$ cat src/rtl/hamming_encoder_serializer.sv
// Hamming(7,4) transmit stage: nibble FIFO, encoder with error-injection mask,
// parallel codeword strobe and LSB-first serializer with a frame marker.
module hamming_encoder_serializer #(
  parameter int FIFO_DEPTH = 4,
  parameter int GAP_CYCLES = 1,
  parameter int CNT_W      = 16
) (
  input  logic             clk,
  input  logic             pts_reset,
  input  logic [3:0]       in_data,
  input  logic             in_valid,
  output logic             in_ready,
  input  logic [6:0]       inj_mask,
  output logic [6:0]       cw_out,
  output logic             cw_valid,
  output logic             ser_out,
  output logic             ser_frame,
  output logic             ser_first,
  output logic             busy,
  output logic [CNT_W-1:0] frame_count
);

  localparam int            AW       = (FIFO_DEPTH > 1) ? $clog2(FIFO_DEPTH) : 1;
  localparam logic [AW:0]   DEPTH_C  = (AW+1)'(FIFO_DEPTH);
  localparam logic [3:0]    GAP_LAST = (GAP_CYCLES > 0) ? 4'(GAP_CYCLES - 1) : 4'd0;
  localparam bit            NO_GAP   = (GAP_CYCLES == 0);

  typedef enum logic [1:0] {S_IDLE, S_SHIFT, S_GAP} state_t;

  state_t        r_state;
  logic [3:0]    r_mem [FIFO_DEPTH];
  logic [AW-1:0] r_wr_ptr;
  logic [AW-1:0] r_rd_ptr;
  logic [AW:0]   r_count;
  logic [6:0]    r_shift;
  logic [2:0]    r_bit_idx;
  logic [3:0]    r_gap_cnt;

  logic          w_push;
  logic          w_pop;
  logic          w_empty;
  logic          w_frame_end;
  logic [6:0]    w_tx;

  function automatic logic [6:0] encode(input logic [3:0] d);
    return {d[3], d[2], d[1], d[1] ^ d[2] ^ d[3], d[0], d[0] ^ d[2] ^ d[3], d[0] ^ d[1] ^ d[3]};
  endfunction

  assign w_empty  = (r_count == '0);
  // NOTE: in_ready depends only on registered occupancy, never on in_valid, so no comb loop with the source.
  assign in_ready = (r_count != DEPTH_C);
  assign w_push   = in_valid & in_ready;
  assign busy     = (r_state != S_IDLE) | !w_empty;

  // A frame slot opens after bit 6 (no gap) or after the last gap cycle.
  assign w_frame_end = (r_state == S_SHIFT && r_bit_idx == 3'd6 && NO_GAP) ||
                       (r_state == S_GAP && r_gap_cnt == GAP_LAST);
  assign w_pop       = !w_empty && (r_state == S_IDLE || w_frame_end);
  assign w_tx        = encode(r_mem[r_rd_ptr]) ^ inj_mask;

  // NOTE: storage array has no reset; the pointers and count alone define validity.
  always_ff @(posedge clk) begin
    if (w_push) r_mem[r_wr_ptr] <= in_data;
  end

  always_ff @(posedge clk or posedge pts_reset) begin
    if (pts_reset) begin
      r_wr_ptr <= '0;
      r_rd_ptr <= '0;
      r_count  <= '0;
    end else begin
      if (w_push) r_wr_ptr <= r_wr_ptr + 1'b1;
      if (w_pop)  r_rd_ptr <= r_rd_ptr + 1'b1;
      case ({w_push, w_pop})
        2'b10:   r_count <= r_count + 1'b1;
        2'b01:   r_count <= r_count - 1'b1;
        default: r_count <= r_count;
      endcase
    end
  end

  always_ff @(posedge clk or posedge pts_reset) begin
    if (pts_reset) begin
      r_state     <= S_IDLE;
      r_shift     <= '0;
      r_bit_idx   <= '0;
      r_gap_cnt   <= '0;
      cw_out      <= '0;
      cw_valid    <= 1'b0;
      ser_out     <= 1'b0;
      ser_frame   <= 1'b0;
      ser_first   <= 1'b0;
      frame_count <= '0;
    end else begin
      cw_valid  <= 1'b0;
      ser_first <= 1'b0;
      if (w_pop) begin
        r_state     <= S_SHIFT;
        r_shift     <= w_tx;
        r_bit_idx   <= '0;
        cw_out      <= w_tx;
        cw_valid    <= 1'b1;
        ser_out     <= w_tx[0];
        ser_frame   <= 1'b1;
        ser_first   <= 1'b1;
        frame_count <= frame_count + 1'b1;
      end else begin
        case (r_state)
          S_SHIFT: begin
            if (r_bit_idx != 3'd6) begin
              r_bit_idx <= r_bit_idx + 1'b1;
              r_shift   <= r_shift >> 1;
              ser_out   <= r_shift[1];
            end else begin
              ser_out   <= 1'b0;
              ser_frame <= 1'b0;
              r_gap_cnt <= '0;
              r_state   <= NO_GAP ? S_IDLE : S_GAP;
            end
          end
          S_GAP: begin
            if (r_gap_cnt == GAP_LAST) r_state <= S_IDLE;
            else                       r_gap_cnt <= r_gap_cnt + 1'b1;
          end
          default: r_state <= S_IDLE;
        endcase
      end
    end
  end

endmodule

$ cat config.mk
export PLATFORM = sky130hd
export DESIGN_NAME = hamming_encoder_serializer
export DESIGN_NICKNAME = d
export VERILOG_FILES = /design/src/rtl/hamming_encoder_serializer.sv
export SDC_FILE = /design/constraint.sdc
export NUM_CORES = 1
export LEC_CHECK = 0
export CORE_ASPECT_RATIO = 0.7
export CORE_UTILIZATION = 40
export DETAILED_ROUTE_END_ITERATION = 8
export GPL_ROUTABILITY_DRIVEN = 0
export GPL_TIMING_DRIVEN = 1
export SYNTH_ARGS = -nofsm -noshare
export SYNTH_HDL_FRONTEND = slang
export SYNTH_SLANG_ARGS = --single-unit
$ cat constraint.sdc
create_clock -name clk -period 3.9 [get_ports clk]
set_input_delay 0.78 -clock clk [delete_from_list [all_inputs] [get_ports clk]]
set_output_delay 0.78 -clock clk [all_outputs]
set_load 0.005 [all_outputs]
==> results.cfg, run 1 <==
[status]
outcome = finished, final reports clean

[floorplan]
fp.dieArea_um2 = 7726
start_util = 0.4247
io_pins = 43
rows = 25
die_w_um = 104.6
coreArea_um2 = 6944
die_h_um = 73.84

[power_and_ir_drop]
total_leakage_power_nw = 1.529
finalPower_w = 0.002653
power-per-cell-area_nw_per_um2 = 733.4
peakVddDrop_mv = 0.3483

[synth]
synth_warnings = 0
synth_area_leaders = dfrtp_1 (41%), edfxtp_1 (16%), xnor2_1 (9.5%)
synthDistinctLibCells = 40
synthesis.nets = 260
synth_seq_cells = 64
syn_area_per_cell_um2 = 12.55
yosysTopAreaCell = dfrtp_1
syn_inst = 235
netlist_area_um2 = 2949
synth_top_area_frac = 0.4073
ys_seq_area_frac = 0.5702

[route]
drt_wl_total_um = 5493
avgViaCountPerCell = 4.879
ant_nets = 0
vias = 1849
dr.pass1.iters = 4
drt_iter0_drc = 121
drc = 0
wl_per_cell_um = 14.49

[grt]
grt_pass1_vias = 1774
antenna_found_initial = 0
track_usage = 0.1608
grt_max_degree = 49
grt_overflow = 0
grt_pass1_wl_um = 9128

[flow_run]
drv_cap = 0

[final_layout]
antenna_cells = 0
final_core_util = 0.5209
area_growth_pct = 22.66
nets = 305
drive_above_1_share = 0.09474
fin_area_um2 = 3617

[timing]
setup_viol = 0
period_share = 0.7310
drv_slew = 0
setup_slack_ns = 1.049
fmax_ghz = 0.3508
finalSetupTns_ns = 0
hold_viol = 0
worstMarginPinSlew_ns = 0.9894
slew_headroom = 0.3395
worst_clock_skew_ns = 0.01415
fin_crit_ns = 2.851
rsz0062_at_grt = false

[placed_design]
port_buffers = 42
hpwl_um = 3867
dp_slack_ns = 1.051
placed_cell_area_um2 = 3427

[clock_network]
numCtsBuffers = 9
cts_buffer_depth = 2
tritoncts = built
postCtsSetupBuffers = 0
cts_root_buf = clkbuf_8
cts_sinks = 64
clock_latency_ns = 0.34
cts_resized = 0
htree_levels = 3
path_clk_slew_ns = 0.07
postCtsHoldBufs = 0

[setup_path]
crit_top_cell = ha_1
critPathKind = reg -> reg
crit_chain = inv_1, ha_1, or3b_4, a211o_1, inv_2, ha_1, fa_1, mux2_2
cp.required_ns = 4.12
cp-start-kind = flop
crit_slowest_cell = a211o_1
critPathCaptureType = flop
slowest_delay_ns = 0.63
crit_arrival_ns = 3.07
path_max_fanout = 21

[hold_path]
hp-class = reg -> reg
==> stage by stage <==
step	hold slack, ns	instances
after floorplan	0.4581	235
after global placement	0.4611	363
after detailed placement	0.4708	363
after CTS	0.4870	379
after global routing	0.4957	379
final	0.4863	379
==> critical path, delay by kind of cell, from the launching register on <==
| family | cells | cell delay [ns] |
|---|---|---|
| adders and majority gates | 3 | 0.79 |
| and+or+nand+nor | 1 | 0.40 |
| AOI/OAI and AO/OA | 1 | 0.63 |
| muxes | 1 | 0.27 |
| buffers and inverters | 2 | 0.27 |
| DFF | 1 | 0.39 |
==> cells by family (layout without fill, tap and decap cells) <==
| logic type | Yosys count | in the layout | share of synthesized area |
|---|---|---|---|
| and+or+nand+nor | 66 | 66 | 0.1150 |
| DFF | 64 | 64 | 0.5702 |
| xor gates and xnor gates | 36 | 36 | 0.1095 |
| AOI/OAI and AO/OA | 23 | 23 | 0.04837 |
| buffers and inverters | 19 | 69 | 0.03563 |
| muxes | 16 | 16 | 0.07213 |
| adders and majority gates | 11 | 11 | 0.04922 |
==> synthesized netlist by cell type, drive strengths merged <==
master / n
a211o: 1
a211oi: 1
a21o: 1
a21oi: 7
a31o: 1
a32oi: 1
and2: 3
and3: 8
and4: 1
buf: 9
dfrtp: 48
edfxtp: 16
fa: 1
ha: 10
inv: 10
mux2: 2
mux2i: 10
mux4: 4
nand2: 17
nand2b: 1
nand3: 13
nand3b: 1
nand4: 6
nor2: 12
nor2b: 1
nor3: 1
o21ai: 8
o22ai: 2
o2bb2ai: 1
or3b: 1
or4: 1
xnor2: 33
xor2: 3
==> cells in the final DEF (no fill, tap or decap), drive strengths merged, types with 2 or more instances in the layout <==
master | synthesis | final
a21oi | 7 | 7
and2 | 3 | 3
and3 | 8 | 8
clkbuf | 0 | 11
clkdlybuf4s50 | 0 | 42
clkinv | 0 | 2
clkinvlp | 0 | 2
dfrtp | 48 | 48
edfxtp | 16 | 16
ha | 10 | 10
inv | 10 | 10
mux2 | 2 | 2
mux2i | 10 | 10
mux4 | 4 | 4
nand2 | 17 | 17
nand3 | 13 | 13
nand4 | 6 | 6
nor2 | 12 | 12
o21ai | 8 | 8
o22ai | 2 | 2
xnor2 | 33 | 33
xor2 | 3 | 3
==> power breakdown <==
part           internal, W  switching [W]
Combinational     0.000539       0.000493
Clock             0.000296       0.000260
Sequential        0.000898       0.000167
==> area by class of cell <==
type                       count  area, µm²
clock inverter                 5      58.81
inverter                      10      37.54
timing repair buffer          43      427.9
tap                           94      117.6
clock buffer                  11      131.4
multi-input combinational    152       1162
fill                         621       3327
sequential                    64       1682
==> final timing paths <==
| check | startpoint | end | slack, ns | cells past startpoint |
|---|---|---|---|---|
| min in group asynchronous | pts_reset | r_gap_cnt[2] | 0.98 | 2 |
| max in group asynchronous | pts_reset | ser_out | 2.28 | 2 |
| hold reg to reg | cw_out[6] | cw_out[6] | 0.49 | 1 |
| hold / removal | cw_out[6] | cw_out[6] | 0.49 | 1 |
| setup / recovery | r_gap_cnt[0] | r_count[1] | 1.05 | 8 |
| setup reg to reg | r_gap_cnt[0] | r_count[1] | 1.05 | 8 |
==> sequential cells by signal, summed over array words and instances, names as in the netlist <==
name / count
cw_out: 7
frame_count: 16
r_bit_idx: 3
r_count: 3
r_gap_cnt: 4
r_mem: 16
r_rd_ptr: 2
r_shift: 6
r_state: 2
r_wr_ptr: 2
ser_first: 1
ser_frame: 1
ser_out: 1
==> routing by layer <==
metal  GRT usage  wire (µm)  vias to the layer above
met5           0          0                        -
met4     0.06886         75                        0
met3     0.06300        252                        9
met2      0.2097       2154                       37
met1      0.2333       3010                      893
li1            -          -                      910
Power figures use the tool's default switching activity.
==> inputs of run 2 (changes only) <==
clock period = 2.56 ns   (was 3.9 ns; I/O delays follow)
==> run 2 against run 1 <==
  * Worst hold slack worse by 0.0014 ns
  * Via count is 1.6% higher
  * Flip-flop and latch count unchanged
  * Clock power up 55%
  * Count of clock-buffer cells in the layout fell by 1
  * Cell area rose by 1.1%
  * Die area unchanged
==> results.cfg, run 2 (same netlist as run 1, synthesis figures left out) <==
[setup_path]
crit_arrival_ns = 2.65
crit_slowest_cell = fa_1
crit_buf_inv = 2
slowest_delay_ns = 0.42
rrSetupSlack_ns = 0.13
critPathCaptureType = flop
cp-start-kind = flop
critPathKind = reg -> reg
cp.required_ns = 2.79
cp_top_family = adder cells
path_max_fanout = 5
crit_chain = inv_1, ha_1, or3b_4, a211o_1, inv_2, ha_2, fa_1, mux2_2

[floorplan]
start_util = 0.4247
rows = 25
die_h_um = 73.84
io_pins = 43
fp.dieArea_um2 = 7726
die_w_um = 104.6
coreArea_um2 = 6944

[placed_design]
port_buffers = 42
hpwl_um = 4022
dp_cells = 367

[timing]
fmax_ghz = 0.4116
fin_crit_ns = 2.429
period_share = 0.9489
worstMarginPinSlew_ns = 0.6007
setup_viol = 0
rsz0062_at_grt = false
worst_clock_skew_ns = 0.01059
hold_viol = 0
finalSetupTns_ns = 0
drv_slew = 0
slew_headroom = 0.5996

[route]
drt_wl_total_um = 5705
dr.pass1.iters = 5
wl_per_cell_um = 14.90
vias = 1879
drt_iter0_drc = 51
drc = 0
ant_nets = 0
avgViaCountPerCell = 4.906

[clock_network]
path_clk_slew_ns = 0.07
clock_latency_ns = 0.34
htree_levels = 3
numCtsBuffers = 9
tritoncts = built
postCtsSetupBuffers = 0
postCtsHoldBufs = 0
cts_sinks = 64
cts_root_buf = clkbuf_8
cts_buffer_depth = 2

[grt]
busiest_layer = met1
grt_overflow = 0
grt_max_degree = 49
grtUsageMet1 = 0.2379
antenna_found_initial = 0
track_usage = 0.1679
grt.met3_usage = 0.05058
use_met2 = 0.2377
grt_pass1_wl_um = 9535
grt_pass1_vias = 1855

[final_layout]
area_growth_pct = 23.97
final_cells = 383
drive_above_1_share = 0.1107
nFillCells = 635
top_regs = frame_count x16, r_mem x16, cw_out x7
final-seq-area_um2 = 1682
final_common_cell = dfrtp_1
multi_input_area_um2 = 1165
final_core_util = 0.5265
final_cell_mix = dfrtp_1 (48), clkdlybuf4s50_1 (42), xnor2_1 (32)
nets = 309
antenna_cells = 0

[status]
outcome = finished, final reports clean

[power_and_ir_drop]
peakVddDrop_mv = 0.4767
power-per-cell-area_nw_per_um2 = 1123
total_leakage_power_nw = 1.554

[hold_path]
hp-class = reg -> reg

[flow_run]
drv_cap = 0
## run 2: cell count changes in the layout (fill, tap and decap cells not counted), sizes merged
cell and change:
buf +4, clkbuf -1, clkinv +2, clkinvlp -1
## run 2: stage by stage
| step | total power [W] | worst slack [ns] | cell area, µm² | hold WS [ns] |
|---|---|---|---|---|
| 5_1_grt | 0.004409 | 0.01584 | 3656 | 0.5143 |
| 3_5_place_dp | 0.003272 | 0.1459 | 3457 | 0.4770 |
| 2_1_floorplan | 0.002731 | 0.01219 | 2949 | 0.4581 |
| 4_1_cts | 0.004151 | 0.1155 | 3654 | 0.4927 |
| 6_report | 0.004105 | 0.1307 | 3656 | 0.4849 |
| 3_3_place_gp | 0.003245 | 0.1731 | 3457 | 0.4613 |
## run 2: worst paths after layout
kind | startpoint | end | cells after the start
worst min-delay path | cw_out[0] | cw_out[0] | 2
max in group asynchronous | pts_reset | cw_out[5] | 3
worst min register to register | cw_out[0] | cw_out[0] | 2
min in group asynchronous | pts_reset | r_state[1] | 3
worst max-delay path | r_gap_cnt[0] | r_count[1] | 8
worst max register to register | r_gap_cnt[0] | r_count[1] | 8
## run 2: worst min-delay path, delay by kind of cell (launching register included)
family / cells / cell delay, ns
and+or+nand+nor: 1 / 0.05
AOI/OAI and AO/OA: 1 / 0.06
DFF: 1 / 0.34
## run 2: timing repair
| action | CTS | global route |
|---|---|---|
| gates resized for setup | 0 | 1 |
| endpoints found under the hold margin | 0 | 0 |
| setup endpoints to repair | 0 | 1 |
## run 2: routing by layer
layer / wire length, µm / part of all wire
met1: 2946 / 0.52
met2: 2443 / 0.43
met3: 228 / 0.040
met4: 87 / 0.015
met5: 0 / 0
## run 2: final cells by class
class	count	area share
multi-input cells	152	0.3186
clock buffers	10	0.03765
flip-flops and latches	64	0.4600
clock inverters	6	0.01608
well taps	94	0.03217
inverters	10	0.01027
repair buffers	47	0.1253
## run 2: report_power, final
group / total [W] / internal [W] / switching (W)
registers: 0.00164 / 0.00137 / 0.000267
logic: 0.00161 / 0.000849 / 0.000761
clock network: 0.000859 / 0.000469 / 0.000390
==> inputs of run 3 (changes only) <==
CAP_MARGIN = 15   (was not set)
CORE_MARGIN = 10   (was not set)
SETUP_SLACK_MARGIN = 0.4   (was not set)
==> run 3 against run 2 <==
  * Count of clock-buffer cells in the layout shrank 1
  * Worst setup slack better by 0.16 ns
  * First-iteration DRC count is 67% higher
  * Largest cell class unchanged
==> results.cfg, run 3 (same netlist as run 1, synthesis figures left out) <==
[timing]
fin_crit_ns = 2.271
worst_clock_skew_ns = 0.01187
fmax_ghz = 0.4404
setup_viol = 0
finalSetupTns_ns = 0
period_share = 0.8870
hold_viol = 0
worstMarginPinSlew_ns = 0.7178
rsz0062_at_grt = true
whs_ns = 0.4778
drv_slew = 0
slew_headroom = 0.5215

[route]
dr.pass1.iters = 4
drc = 0
avgViaCountPerCell = 4.844
ant_nets = 0
vias = 1899
wl_per_cell_um = 15.04
drt_iter0_drc = 85
drt_wl_total_um = 5895

[grt]
grt_max_degree = 23
grt_pass1_wl_um = 9694
track_usage = 0.1088
antenna_found_initial = 0
grt_pass1_vias = 1920
grt_overflow = 0

[setup_path]
cp.required_ns = 2.78
path_max_fanout = 2
critPathCaptureType = flop
cp-start-kind = flop
crit_arrival_ns = 2.49
critPathKind = reg -> reg

[floorplan]
die_h_um = 91.84
die_w_um = 122.6
fp.dieArea_um2 = 11260
io_pins = 43
start_util = 0.4084
coreArea_um2 = 7222
rows = 26

[power_and_ir_drop]
peakVddDrop_mv = 0.4194
total_leakage_power_nw = 1.601
power-per-cell-area_nw_per_um2 = 1123

[final_layout]
final_cell_mix = dfrtp_1 (48), clkdlybuf4s50_1 (42), xnor2_1 (32)
final_cells = 392
area_growth_pct = 27.75
drive_above_1_share = 0.1463
nets = 314
final_common_cell = dfrtp_1
antenna_cells = 0
fin_area_um2 = 3767
top_regs = frame_count x16, r_mem x16, cw_out x7

[clock_network]
cts_sinks = 64
cts_root_buf = clkbuf_8
clock_latency_ns = 0.34
tritoncts = built
numCtsBuffers = 9
htree_levels = 3
cts_buffer_depth = 2
postCtsHoldBufs = 0
path_clk_slew_ns = 0.07

[placed_design]
dp_cells = 370
placed_cell_area_um2 = 3467
port_buffers = 42
hpwl_um = 4206

[flow_run]
drv_cap = 0

[status]
outcome = finished, final reports clean

[hold_path]
hp-class = in -> async
run 3: cell type report:
class	count	area (µm²)
repair buffers	52	495.5
clock buffers	9	123.9
well taps	98	122.6
clock inverters	7	102.6
flip-flops and latches	64	1682
multi-input cells	152	1204
inverters	10	37.54
fillers	642	3455
run 3: per-stage QoR:
stage          total power, W  setup slack (ns)  utilization
2_1_floorplan        0.002752            0.1609            -
3_3_place_gp         0.003249            0.2428       0.4801
3_5_place_dp         0.003274            0.2062       0.4801
4_1_cts              0.004274            0.2849       0.5184
5_1_grt              0.004554            0.2059       0.5217
6_report             0.004232            0.2894       0.5217
run 3: repair_timing:
action	CTS	global route
gates resized for setup	1	4
setup endpoints to repair	2	12
pin swaps	1	2
buffers inserted	6	0
run 3: report_power, final:
group | leakage (nW) | total, W | switching [W] | internal [W]
clock network | 0.111 | 0.000974 | 0.000415 | 0.000560
registers | 0.750 | 0.00163 | 0.000264 | 0.00137
logic | 0.740 | 0.00163 | 0.000767 | 0.000860
total | 1.60 | 0.00423 | 0.00145 | 0.00279
run 3: worst paths after layout:
kind,from,cells past startpoint,endpoint,slack [ns]
max reg2reg,r_gap_cnt[0],8,r_count[1],0.29
max in group asynchronous,pts_reset,3,r_shift[4],1.52
max,r_gap_cnt[0],8,r_count[1],0.29
min in group clk,frame_count[15],1,frame_count[15],0.48
min,pts_reset,2,frame_count[8],0.48
min reg2reg,frame_count[15],1,frame_count[15],0.48
run 3: per-layer routing:
metal / global-route usage / wire [µm] / vias up / share of wire
met3: 0.03613 / 262 / 7 / 0.044
li1: - / - / 923 / -
met2: 0.1686 / 2807 / 26 / 0.48
met1: 0.1394 / 2759 / 943 / 0.47
met4: 0.03816 / 65 / 0 / 0.011
met5: 0 / 0 / - / 0
run 3: worst max-delay path, stage by stage (launching register included):
cell	delay (ns)
dfrtp_1	0.39
inv_2	0.09
ha_4	0.12
or3b_4	0.38
a211o_1	0.29
inv_2	0.09
ha_4	0.14
fa_1	0.40
mux2_4	0.27
